==> config.mk <==
export PLATFORM = sky130hd
export DESIGN_NAME = sim_test_controller
export DESIGN_NICKNAME = d
export VERILOG_FILES = /design/src/rtl/sim_test_controller.sv
export SDC_FILE = /design/constraint.sdc
export NUM_CORES = 1
export LEC_CHECK = 0
export BUFFER_PORTS_ARGS = -buffer_cell sky130_fd_sc_hd__buf_4
export CAP_MARGIN = 20
export CELL_PAD_IN_SITES_DETAIL_PLACEMENT = 0
export CELL_PAD_IN_SITES_GLOBAL_PLACEMENT = 2
export CORE_UTILIZATION = 30
export CTS_CLUSTER_DIAMETER = 80
export DETAILED_ROUTE_END_ITERATION = 8
export PLACE_DENSITY = 0.76
export REMOVE_ABC_BUFFERS = 1
export SYNTH_ARGS = -nofsm -noshare
export SYNTH_HDL_FRONTEND = slang
export SYNTH_SLANG_ARGS = --single-unit
==> constraint.sdc <==
create_clock -name clk -period 3.1 [get_ports clk]
set_clock_uncertainty 0.15 [all_clocks]
set_input_delay 0 -clock clk [delete_from_list [all_inputs] [get_ports clk]]
set_output_delay 0 -clock clk [all_outputs]
set_load 0.01 [all_outputs]
==> src/rtl/sim_test_controller.sv <==
// Test controller wrapping the core: sequences core reset, watches stores for a tohost verdict, enforces a timeout.
// Optional running store checksum output enabled by defining SIM_TEST_CONTROLLER_CHECKSUM_EN.
module sim_test_controller #(
    parameter int                DATA_W       = 32,
    parameter int                ADDR_W       = 32,
    parameter int                CYC_W        = 32,
    parameter int                RESET_CYCLES = 4,
    parameter int                MAX_CYCLES   = 5000,
    parameter logic [ADDR_W-1:0] TOHOST_ADDR  = 'h0000_00FC,
    parameter bit                HALT_ON_DONE = 1'b1
) (
    input  logic              clk,
    input  logic              reset,
    input  logic [DATA_W-1:0] data_to_mem,
    input  logic [ADDR_W-1:0] address_to_mem,
    input  logic              write_enable,
    output logic              core_reset,
    output logic              done,
    output logic              pass,
    output logic              fail,
    output logic              timeout,
    output logic [DATA_W-1:0] exit_code,
    output logic [CYC_W-1:0]  cycle_count,
`ifdef SIM_TEST_CONTROLLER_CHECKSUM_EN
    output logic [DATA_W-1:0] checksum,
`endif
    output logic [CYC_W-1:0]  store_count
);

    localparam logic [2:0] S_HOLD    = 3'd0;
    localparam logic [2:0] S_RUN     = 3'd1;
    localparam logic [2:0] S_PASS    = 3'd2;
    localparam logic [2:0] S_FAIL    = 3'd3;
    localparam logic [2:0] S_TIMEOUT = 3'd4;

    localparam logic [7:0]       LP_HOLD_LAST = 8'(RESET_CYCLES - 1);
    localparam bit               LP_TO_EN     = (MAX_CYCLES != 0);
    localparam logic [CYC_W-1:0] LP_CYC_LAST  = CYC_W'(MAX_CYCLES - 1);

    logic [2:0] r_state;
    logic [7:0] r_hold_cnt;
    logic       w_run_store;
    logic       w_tohost;
    logic       w_expire;

    assign w_run_store = (r_state == S_RUN) && write_enable;
    assign w_tohost    = w_run_store && (address_to_mem == TOHOST_ADDR);
    assign w_expire    = LP_TO_EN && (cycle_count == LP_CYC_LAST);

    // Tohost verdicts are checked before the timeout so a coincident store always wins.
    always_ff @(posedge clk or negedge reset) begin
        if (!reset) begin
            r_state     <= S_HOLD;
            r_hold_cnt  <= '0;
            core_reset  <= 1'b1;
            done        <= 1'b0;
            pass        <= 1'b0;
            fail        <= 1'b0;
            timeout     <= 1'b0;
            exit_code   <= '0;
            cycle_count <= '0;
            store_count <= '0;
        end else begin
            case (r_state)
                S_HOLD: begin
                    r_hold_cnt <= r_hold_cnt + 8'd1;
                    if (r_hold_cnt == LP_HOLD_LAST) begin
                        r_state    <= S_RUN;
                        core_reset <= 1'b0;
                    end
                end
                S_RUN: begin
                    if (cycle_count != '1) begin
                        cycle_count <= cycle_count + 1'b1;
                    end
                    if (write_enable && (store_count != '1)) begin
                        store_count <= store_count + 1'b1;
                    end
                    if (w_tohost && (data_to_mem == DATA_W'(1))) begin
                        r_state    <= S_PASS;
                        done       <= 1'b1;
                        pass       <= 1'b1;
                        core_reset <= HALT_ON_DONE;
                    end else if (w_tohost && (data_to_mem != '0)) begin
                        r_state    <= S_FAIL;
                        done       <= 1'b1;
                        fail       <= 1'b1;
                        exit_code  <= data_to_mem >> 1;
                        core_reset <= HALT_ON_DONE;
                    end else if (w_expire) begin
                        r_state    <= S_TIMEOUT;
                        done       <= 1'b1;
                        timeout    <= 1'b1;
                        core_reset <= HALT_ON_DONE;
                    end
                end
                default: begin
                    r_state <= r_state;
                end
            endcase
        end
    end

`ifdef SIM_TEST_CONTROLLER_CHECKSUM_EN
    // Rotate-left-1 then XOR every RUN store, the tohost store included.
    always_ff @(posedge clk or negedge reset) begin
        if (!reset) begin
            checksum <= '0;
        end else if (w_run_store) begin
            checksum <= {checksum[DATA_W-2:0], checksum[DATA_W-1]} ^ data_to_mem;
        end
    end
`endif

endmodule

==> out/metrics.csv, run 1 <==
stage,metric,value,unit
outcome,outcome,"finished, final reports clean",
cells_and_area,"commonest cells after routing, fill and taps aside","buf_4 (179), dfrtp_1 (110), xnor2_1 (42), mux2_2 (34), dlygate4sd3_1 (34)",
global_routing,grt total ovfl,0,
clock_network,clk sink count,111,
logic_synthesis,top_reg_cell synth,dfrtp_1,
sta,Slew @ Worst Pin,797.4,ps
setup_path,CP required,3180,ps
logic_synthesis,"EDFF count, synth",0,
cells_and_area,final core utilization,44.24,%
clock_network,H-tree lvl count,3,
sta,final setup fails,0,
clock_network,CTS tree,built,
cells_and_area,Layout Nets,725,
sta,Slew HR,46.84,%
setup_path,worst endpoint data arrival time,2550,ps
route,Via Count,4279,
global_routing,total global routing track utilization,16.64,%
cells_and_area,Register Area,2779,sq um
sta,Tcrit/Tclk final,79.56,%
sta,FMAX,405.5,MHz
placed_design,placed instance area,6703,sq um
sta,Tmin final,2466,ps
pwr,leakage power,3.620,nW
logic_synthesis,Yosys reg bits,111,
cells_and_area,Multi-input gate area,2290,sq um
clock_network,Post-CTS Setup Bufs,0,
route,total wire length,13990,microns
pwr,worst vdd ir,0.2594,mV
cells_and_area,Inserted Diodes,0,
logic_synthesis,"Async S/R FF share, synth",100.0,%
logic_synthesis,yosys warns,0,
placed_design,Detailed Place HPWL,10530,microns
global_routing,vias in the first global route,4493,
sta,unrepaired setup endpoints after global routing,false,
floorplanning,# IOs,168,
clock_network,worst-skew pair later-pin latency,350,ps
job,MaxCap Viol Count,0,
floorplanning,Starting Density,30.85,%
placed_design,Buffers on Ports,166,
setup_path,kind of critical path,reg2reg,
cells_and_area,Syn-to-layout area delta,43.43,%
sta,Final Hold Fails,0,
logic_synthesis,sequential fraction of the synthesis area,54.13,%
sta,setup TNS,0,ps
logic_synthesis,post-synth cell types,45,
route,drt first pass iters,4,
cells_and_area,fin area,7363,sq um
route,DR WL/cell,15.90,microns
global_routing,initial antenna violation count,0,
setup_path,crit start category,flop,
logic_synthesis,Mapped Cells,442,
setup_path,crit-path max FO,6,
hold_path,Hold Crit Class,in2async,
logic_synthesis,syn avg cell area,11.61,sq um
clock_network,Max Root-Sink Buffers,2,
clock_network,Root Driver,clkbuf_16,
placed_design,GPL Wtd Cong,0.8193,
route,post-route ant nets,0,
global_routing,pin count of the biggest net entering global routing,61,
setup_path,CP endpoint kind,flop,
sta,Final Max Tran Viols,0,
cells_and_area,"commonest non-fill, non-tap cell in the layout",buf_4,
route,DRC viols,0,
floorplanning,Die Width,132.8,microns
logic_synthesis,Post-Syn Area,5134,sq um
route,Via density,4.863,
clock_network,register clock-pin slew on the reported worst setup and hold paths,70,ps
cells_and_area,share of layout cells above drive strength 1,36.52,%
global_routing,global-route wire length before repair,23350,microns
floorplanning,core region area,16640,sq um
pwr,pwr dens,387.2,nW/um^2
floorplanning,die area,17640,sq um
floorplanning,die height,132.8,microns
route,Iter 0 DRT Violations,151,
floorplanning,row count,47,
cells_and_area,# fillers,1597,
clock_network,CTS buffer count,9,
[sequential cells by signal, indices dropped and copies added (netlist names)]
signal and count:
timeout 1, pass 1, core_reset 1, r_hold_cnt 8
done 1, exit_code 31, r_state 3, fail 1
store_count 32, cycle_count 32
[cell families (layout without fill, tap and decap cells)]
logic type	after synthesis	in the layout	share of synthesized area, %
compound gates	12	12	2.096
buf+inv	15	233	1.511
xor+xnor	68	68	11.60
flops	111	111	54.13
mux	34	34	7.458
fa+ha+maj	3	3	0.7313
other cells	1	1	0.07305
simple gates	198	198	22.40
[layer usage]
metal  share of wire, %  global-route usage [%]  wire, microns  vias to the layer above
li1                   -                       -              -                     2041
met1                 45                   21.50           6295                     2081
met2                 46                   26.70           6463                      143
met3                7.5                   4.828           1045                       14
met4                1.3                   5.364            184                        0
met5                  0                       0              0                        -
[synthesized netlist by cell type (2+ instances only)]
cell / count / share of area [%]
and2_1: 2 / 0.24
and3_1: 11 / 1.3
and4_1: 11 / 1.9
and4b_1: 2 / 0.39
buf_2: 8 / 0.78
dfrtp_1: 110 / 54
ha_1: 3 / 0.73
inv_1: 4 / 0.29
mux2_2: 34 / 7.5
nand2_1: 23 / 1.7
nand3_1: 33 / 3.2
nand4_1: 29 / 3.5
nor2_1: 21 / 1.5
nor3_1: 20 / 1.9
nor3b_1: 3 / 0.44
nor4_1: 21 / 2.6
o21ai_0: 2 / 0.19
o21bai_1: 2 / 0.29
or2_1: 2 / 0.24
or2_2: 3 / 0.37
or3_1: 3 / 0.37
or4_1: 6 / 0.88
xnor2_1: 42 / 7.2
xor2_1: 26 / 4.4
[area by class of cell]
type / count / area share, %
clock inverter: 7 / 1.291
timing repair buffer: 213 / 22.87
inverter: 4 / 0.2039
sequential: 111 / 37.74
multi-input combinational: 316 / 31.10
clock buffer: 9 / 3.059
tap: 220 / 3.738
[worst max-delay path, cell delays in order, from the launching register on]
cell	delay (ps)
dfrtp_1	430
nand3_1	200
or4_1	630
nor4_4	400
or2_1	200
mux2_2	340
[final timing paths]
kind | from | end | slack, ps | depth (start not counted)
worst min register to register | r_hold_cnt[7] | r_hold_cnt[7] | 320 | 1
min in group clk | address_to_mem[13] | pass | 140 | 5
worst min-delay path | reset | store_count[22] | 110 | 2
max in group asynchronous | reset | exit_code[16] | 1890 | 3
worst max-delay path | store_count[24] | store_count[1] | 630 | 5
worst max register to register | store_count[24] | store_count[1] | 630 | 5
[where the power goes]
| part | total [mW] | internal, mW | leakage [nW] | switching [mW] |
|---|---|---|---|---|
| registers | 1.45 | 1.45 | 1.53 | 0 |
| logic | 0.143 | 0.0857 | 1.93 | 0.0570 |
| clock network | 1.26 | 0.712 | 0.156 | 0.550 |
| total | 2.85 | 2.24 | 3.62 | 0.607 |
[stage by stage]
step / hold WS, ps / setup slack (ps) / cells / total power [mW]
floorplan: -445.6 / -989.5 / 431 / 1.481
global placement: -25.58 / 711.8 / 830 / 1.583
detailed placement: -9.728 / 628.5 / 830 / 1.586
CTS: 142.4 / 622.5 / 880 / 2.894
global route: 178.5 / 504.8 / 880 / 2.961
finish: 114.4 / 633.8 / 880 / 2.851
[what timing repair did]
item,CTS,global route
gates resized for setup,0,0
hold endpoints to repair,89,0
hold buffers,34,0
Power figures use the tool's default switching activity.
==> run 2, diff against run 1 <==
clock period = 2.5 ns   (was 3.1 ns; I/O delays follow)
==> run 2 against run 1 <==
Effect of this change: first-iteration DRC count fell by 4.0%; global-route usage rose by 0.37 points; sequential cell count unchanged; combinational power up 25%; clock power is 18% higher; highest routed layer unchanged.
==> out/metrics.csv, run 2 (synthesized netlist as in run 1, its figures left out) <==
stage,metric,value,unit,change
outcome,outcome,"finished, final reports clean",,unchanged
clock_network,clk sink count,111,,unchanged
global_routing,pin count of the biggest net entering global routing,38,,was 61
placed_design,Post-Place Worst Slack,213.1,ps,was 628.5 ps
cells_and_area,Syn-to-layout area delta,45.58,%,was 43.43%
sta,Slew @ Worst Pin,742.6,ps,was 797.4 ps
sta,Final Max Tran Viols,0,,unchanged
route,Highest Signal Layer,met4,,unchanged
route,Via Count,4377,,was 4279
pwr,Pwr Total,3.458,mW,was 2.851 mW
setup_path,crit-path max FO,6,,unchanged
clock_network,CTS buffer count,9,,unchanged
floorplanning,Die Width,132.8,microns,unchanged
sta,Tmin final,2291,ps,was 2466 ps
floorplanning,core region area,16640,sq um,unchanged
global_routing,grt total ovfl,0,,unchanged
floorplanning,die height,132.8,microns,unchanged
sta,Final Hold Fails,0,,unchanged
global_routing,vias in the first global route,4575,,was 4493
sta,setup ws final,209.0,ps,was 633.8 ps
floorplanning,die area,17640,sq um,unchanged
setup_path,CP endpoint kind,flop,,unchanged
setup_path,crit start category,flop,,unchanged
setup_path,CP required,2580,ps,was 3180 ps
placed_design,Detailed Place HPWL,10730,microns,was 10530 microns
placed_design,Buffers on Ports,166,,unchanged
sta,final setup fails,0,,unchanged
route,DRC viols,0,,unchanged
sta,FMAX,436.5,MHz,was 405.5 MHz
clock_network,H-tree lvl count,3,,unchanged
clock_network,Root Driver,clkbuf_16,,unchanged
clock_network,worst-skew pair later-pin latency,350,ps,about the same
sta,unrepaired setup endpoints after global routing,false,,unchanged
clock_network,register clock-pin slew on the reported worst setup and hold paths,80,ps,was 70 ps
clock_network,Max Root-Sink Buffers,2,,unchanged
clock_network,CTS tree,built,,unchanged
cells_and_area,Layout Nets,738,,was 725
route,met1 wire length,6453,microns,was 6295 microns
setup_path,worst endpoint data arrival time,2380,ps,was 2550 ps
route,DR WL/cell,16.12,microns,was 15.90 microns
floorplanning,# IOs,168,,unchanged
route,post-route ant nets,0,,unchanged
sta,WHS,3.224,ps,was 114.4 ps
placed_design,GPL Wtd Cong,0.8113,,was 0.8193
floorplanning,Starting Density,30.85,%,unchanged
route,total wire length,14390,microns,was 13990 microns
global_routing,global-route wire length before repair,23760,microns,was 23350 microns
setup_path,"reg-to-reg slack, setup",210,ps,was 630 ps
cells_and_area,share of layout cells above drive strength 1,37.89,%,was 36.52%
cells_and_area,Largest regs,"cycle_count (32), store_count (32), exit_code (31)",,unchanged
pwr,pwr dens,462.7,nW/um^2,was 387.2 nW/um^2
job,MaxCap Viol Count,0,,unchanged
route,Iter 0 DRT Violations,145,,was 151
sta,Tcrit/Tclk final,91.64,%,was 79.56%
route,drt first pass iters,4,,unchanged
sta,Slew HR,50.41,%,was 46.84%
cells_and_area,"commonest cells after routing, fill and taps aside","buf_4 (190), dfrtp_1 (110), xnor2_1 (42), mux2_2 (34), dlygate4sd3_1 (34)",,"was buf_4 (179), dfrtp_1 (110), xnor2_1 (42), mux2_2 (34), dlygate4sd3_1 (34)"
pwr,worst vdd ir,0.3119,mV,was 0.2594 mV
global_routing,total global routing track utilization,17.01,%,was 16.64%
route,met2 WL post-DR,6669,microns,was 6463 microns
cells_and_area,Inserted Diodes,0,,unchanged
hold_path,Hold Crit Class,in2async,,unchanged
setup_path,kind of critical path,reg2reg,,unchanged
floorplanning,row count,47,,unchanged
route,met3 wire len,1029,microns,was 1045 microns
pwr,leakage power,3.689,nW,was 3.620 nW
route,Via density,4.901,,was 4.863
clock_network,Post-CTS Setup Bufs,0,,unchanged
cells_and_area,"commonest non-fill, non-tap cell in the layout",buf_4,,unchanged
global_routing,initial antenna violation count,0,,unchanged
## run 2: changes by cell type in the layout (fill, tap and decap cells not counted), sizes merged
cell | previous run | this run
bufinv | 2 | 1
inv | 6 | 7
buf | 179 | 192
## run 2: path summary, 6_finish.rpt
check | from | to | cells after the start
max in group asynchronous | reset | exit_code[29] | 3
worst min-delay path | reset | store_count[20] | 2
worst max register to register | cycle_count[17] | cycle_count[1] | 5
worst max-delay path | cycle_count[17] | cycle_count[1] | 5
worst min register to register | r_hold_cnt[7] | r_hold_cnt[7] | 1
min in group clk | address_to_mem[13] | pass | 5
## run 2: where the power goes
| group | switching (mW) | leakage (nW) | internal (mW) | total (mW) |
|---|---|---|---|---|
| Combinational | 0.0702 | 2.01 | 0.108 | 0.179 |
| Sequential | 0 | 1.53 | 1.79 | 1.79 |
| Clock | 0.696 | 0.147 | 0.789 | 1.49 |
## run 2: critical path, cell delays in order, from the launching register on
cell and delay [ps]:
dfrtp_1 460, nand4_2 180, or2_1 350, or4b_1 550, nand2_1 140, mux2_2 350
## run 2: layer usage
layer,up-vias,track usage (%)
met5,-,0
met4,0,6.258
met3,20,4.943
met2,147,26.93
met1,2129,21.97
li1,2081,-
## run 2: through the flow
step	TNS, ps	area [sq um]	std cells	utilization (%)
final	0	7473	893	44.91
after global placement	0	6825	843	41.01
after CTS	0	7468	893	44.88
after global routing	0	7473	893	44.91
after detailed placement	0	6825	843	41.01
after floorplan	-54430	5071	431	-
## run 2: what timing repair did
item,CTS,global route
hold buffers,34,0
endpoints found under the hold margin,144,0
gates resized for setup,0,1
endpoints found under the setup margin,0,7
## run 2: final cells by class
cell class / count / area [sq um]
Sequential cell: 111 / 2779
Clock inverter: 7 / 77.57
Tap cell: 220 / 275.3
Timing Repair Buffer: 226 / 1807
Inverter: 4 / 15.01
Clock buffer: 9 / 225.2
Fill cell: 1583 / 9169
Multi-Input combinational cell: 316 / 2295
